File: src/rtl/nand_gate_array_cycle_delay.sv
// Array of CHANNELS independent INPUTS-input NAND gates with a clock-counted
// propagation delay, either transport (delay line) or inertial (pulse rejecting).
module nand_gate_array_cycle_delay #(
   parameter int unsigned CHANNELS  = 4,
   parameter int unsigned INPUTS    = 8,
   parameter int unsigned DELAY_CYC = 3,
   parameter int unsigned INERTIAL  = 0
) (
   input  logic                         clk,
   input  logic                         rst,
   input  logic [CHANNELS*INPUTS-1:0]   in_bus,
   output logic [CHANNELS-1:0]          y,
   output logic [CHANNELS-1:0]          busy
);

   if (DELAY_CYC < 1 || DELAY_CYC > 255) begin : g_bad_delay
      $error("nand_gate_array_cycle_delay: DELAY_CYC must be 1..255");
   end
   if (INPUTS < 2 || INPUTS > 32) begin : g_bad_inputs
      $error("nand_gate_array_cycle_delay: INPUTS must be 2..32");
   end

   logic [CHANNELS-1:0] raw;

   always_comb begin
      raw = '0;
      for (int unsigned c = 0; c < CHANNELS; c++) begin
         raw[c] = ~&in_bus[c*INPUTS +: INPUTS];
      end
   end

   if (INERTIAL == 0) begin : g_transport
      // Bit 0 is the sampling stage, the MSB is the visible output stage.
      logic [CHANNELS-1:0][DELAY_CYC-1:0] line_q, line_d;

      always_comb begin
         line_d = line_q;
         y      = '0;
         busy   = '0;
         for (int unsigned c = 0; c < CHANNELS; c++) begin
            line_d[c] = (line_q[c] << 1) | DELAY_CYC'(raw[c]);
            y[c]      = line_q[c][DELAY_CYC-1];
            busy[c]   = |(line_q[c] ^ {DELAY_CYC{line_q[c][DELAY_CYC-1]}});
         end
      end

      always_ff @(posedge clk or posedge rst) begin
         if (rst) begin
            line_q <= '1;
         end else begin
            line_q <= line_d;
         end
      end
   end else begin : g_inertial
      localparam int unsigned    CW      = $clog2(DELAY_CYC + 1);
      localparam logic [CW-1:0]  CNT_MAX = CW'(DELAY_CYC - 1);

      logic [CHANNELS-1:0]          y_q, y_d;
      logic [CHANNELS-1:0][CW-1:0]  cnt_q, cnt_d;

      // cnt counts consecutive edges that sampled raw != y; a match cancels it.
      always_comb begin
         y_d   = y_q;
         cnt_d = cnt_q;
         busy  = '0;
         for (int unsigned c = 0; c < CHANNELS; c++) begin
            if (raw[c] == y_q[c]) begin
               cnt_d[c] = '0;
            end else if (cnt_q[c] == CNT_MAX) begin
               y_d[c]   = raw[c];
               cnt_d[c] = '0;
            end else begin
               cnt_d[c] = cnt_q[c] + CW'(1);
            end
            busy[c] = (cnt_q[c] != '0);
         end
      end

      always_ff @(posedge clk or posedge rst) begin
         if (rst) begin
            y_q   <= '1;
            cnt_q <= '0;
         end else begin
            y_q   <= y_d;
            cnt_q <= cnt_d;
         end
      end

      assign y = y_q;
   end

endmodule

File: config.mk
export PLATFORM = sky130hd
export DESIGN_NAME = nand_gate_array_cycle_delay
export DESIGN_NICKNAME = d
export VERILOG_FILES = /design/src/rtl/nand_gate_array_cycle_delay.sv
export SDC_FILE = /design/constraint.sdc
export NUM_CORES = 1
export LEC_CHECK = 0
export BUFFER_PORTS_ARGS = -buffer_cell sky130_fd_sc_hd__buf_2
export CORE_AREA = 3 3 40 42
export DETAILED_ROUTE_END_ITERATION = 10
export DIE_AREA = 0 0 43 45
export PLACE_DENSITY_LB_ADDON = 0.1
export SETUP_SLACK_MARGIN = 0.02
export SLEW_MARGIN = 10
export SYNTH_ARGS = -nofsm -noshare
export SYNTH_HDL_FRONTEND = slang
export SYNTH_SLANG_ARGS = --single-unit
File: constraint.sdc
create_clock -name clk -period 3.2 [get_ports clk]
set_clock_uncertainty 0.15 [all_clocks]
set_input_delay 0.64 -clock clk [delete_from_list [all_inputs] [get_ports clk]]
set_output_delay 0.64 -clock clk [all_outputs]
set_load 0.005 [all_outputs]
==> impl_metrics.toml <==
[run_status]
status = "completed"

[finish]
drive_gt1_share_pct = 69.1
final_common_cell = "buf_2"
fill_cells = 126
nets = 117
final_cell_mix = "buf_2 (41), dfstp_2 (12), nand4_1 (8)"
antenna_cells = 0
area_growth_pct = 54.3
stdcell_count = 96

[hold_path]
hold_class = "reg -> reg"
whs_path_depth = 0
worstHoldStart = "g_transport.line_q[6]"

[global_routing]
grt_max_degree = 13
overflow = 0
grt_pass1_vias = 411
grt_pass1_wl_um = 1530
grt_antenna_before_repair = 0
globalRouteTotalUtil_pct = 11.0

[routing]
postRouteAntennaNets = 0
drc = 0
num_vias = 450
drt_iter0_markers = 0
wl_per_cell_um = 9.65
totalWireLength_um = 926
drt_pass1_iterations = 1
via_per_inst = 4.69

[clock_tree]
cts_tree = "done"
worstSkewPairLatency_ns = 0.26
post_cts_buffers = 0
clockBufferDepth = 2
clock_sinks = 12
cts_resized = 0
numCtsBuffers = 3
cts.htree.levels = 1
cts_root_buf = "clkbuf_4"
hold_buffers = 0
clk_pin_slew_worst_paths_ns = 0.06

[sta]
final-hold-violation-count = 0
tightest_slew_ns = 0.404
finalSetupViolCount = 0
rsz0062_at_grt = "no"
relSlewSlack_pct = 73.0
fmaxAchievable_mhz = 523
period_needed_ns = 1.91
finalMaxSlewViolations = 0
tns_ns = 0
fin_crit_sh_pct = 59.8

[power_and_ir_drop]
pwr_density_cell_nw_per_um2 = 375
leakage_nw = 0.332
max-vdd-ir-drop_v = 0.000185

[die]
std_cell_rows = 13
die-area_um2 = 1940
coreArea_um2 = 1280
die_x_um = 43
initial_core_util_pct = 35.3
io_pins = 42
die_y_um = 45

[placement]
hpwlAfterDp_um = 826
place_inst = 93
numPortBuffers = 41
gp_congestion = 0.669

[synthesis]
synth_cell_types = 7
ys_ff_latch = 12
ys_warn_count = 0
syn-num-nets = 71
syn_inst = 37
ys_seq_area_share_pct = 69.4
syn_avg_cell_area_um2 = 12.3
synth_area_um2 = 454

[worst_setup_path]
crit_arrival_ns = 1.12
ff2ff_path_depth = 0
startpoint_type = "flip-flop"
worstSetupEndpointType = "primary output"
r2r-start = "g_transport.line_q[3]"
worstPathMaxFanout = 3
critPathKind = "reg -> out"
critical_path.startpoint = "g_transport.line_q[7]"
cp.required_ns = 2.41

[job]
cap_violations = 0
[path summary, 6_finish.rpt]
check / endpoint / slack (ns)
worst max register to register: g_transport.line_q[4] / 2.45
worst min register to register: g_transport.line_q[7] / 0.22
worst min-delay path: g_transport.line_q[7] / 0.22
max in group asynchronous: y[0] / 2.38
worst max-delay path: busy[2] / 1.29
min in group asynchronous: y[3] / 0.50
[power breakdown]
part	internal, W	switching (W)	leakage (nW)	total (W)
clock	0.0000434	0.0000418	0.0138	0.0000852
combinational	0.0000158	0.00000841	0.191	0.0000242
sequential	0.000153	0.000000346	0.126	0.000154
total	0.000212	0.0000505	0.332	0.000263
[Yosys cell counts, drive strengths merged]
cell type	n	area share, %
nor3	4	4.4
nand4	8	11
inv	1	0.83
nor2	4	3.3
or2	4	5.5
and3	4	5.5
dfstp	12	69
[per-stage QoR]
stage | area, um^2 | hold slack [ns] | power [W] | util [%] | worst slack [ns]
2_1_floorplan | 454 | 0.208 | 0.000160 | - | 1.71
3_3_place_gp | 678 | 0.209 | 0.000180 | 52.8 | 1.58
3_5_place_dp | 678 | 0.213 | 0.000181 | 52.8 | 1.57
4_1_cts | 701 | 0.223 | 0.000269 | 54.5 | 1.27
5_1_grt | 701 | 0.229 | 0.000279 | 54.5 | 1.22
6_report | 701 | 0.223 | 0.000263 | 54.5 | 1.29
[state kept, by name, summed over array words and instances, names as in the netlist]
register            cells
g_transport.line_q      8
y                       4
[cell type report]
| cell class | count | area, um^2 | share of cell area [%] |
|---|---|---|---|
| Clock buffer | 3 | 22.5 | 3.21 |
| Inverter | 1 | 3.75 | 0.536 |
| Timing Repair Buffer | 41 | 205 | 29.3 |
| Multi-Input combinational cell | 24 | 135 | 19.3 |
| Sequential cell | 12 | 315 | 45.0 |
| Tap cell | 15 | 18.8 | 2.68 |
[routing by layer]
metal  global-route usage, %  part of all wire [%]  wire length [um]  vias to the layer above
li1                        -                     -                 -                      223
met1                    13.7                    39               360                      191
met2                    15.6                    43               399                       36
met3                    4.78                    18               165                        0
met4                    7.23                     0                 0                        0
met5                       0                     0                 0                        -
[cells by family after synthesis]
| logic type | share of synthesized area [%] |
|---|---|
| simple gates | 29.7 |
| buf+inv | 0.826 |
| flops | 69.4 |
[critical path, stage by stage, from the launching register on]
cell	delay [ns]
dfstp_2	0.54
and3_1	0.15
nor2_1	0.04
buf_2	0.12
Power figures use the tool's default switching activity.
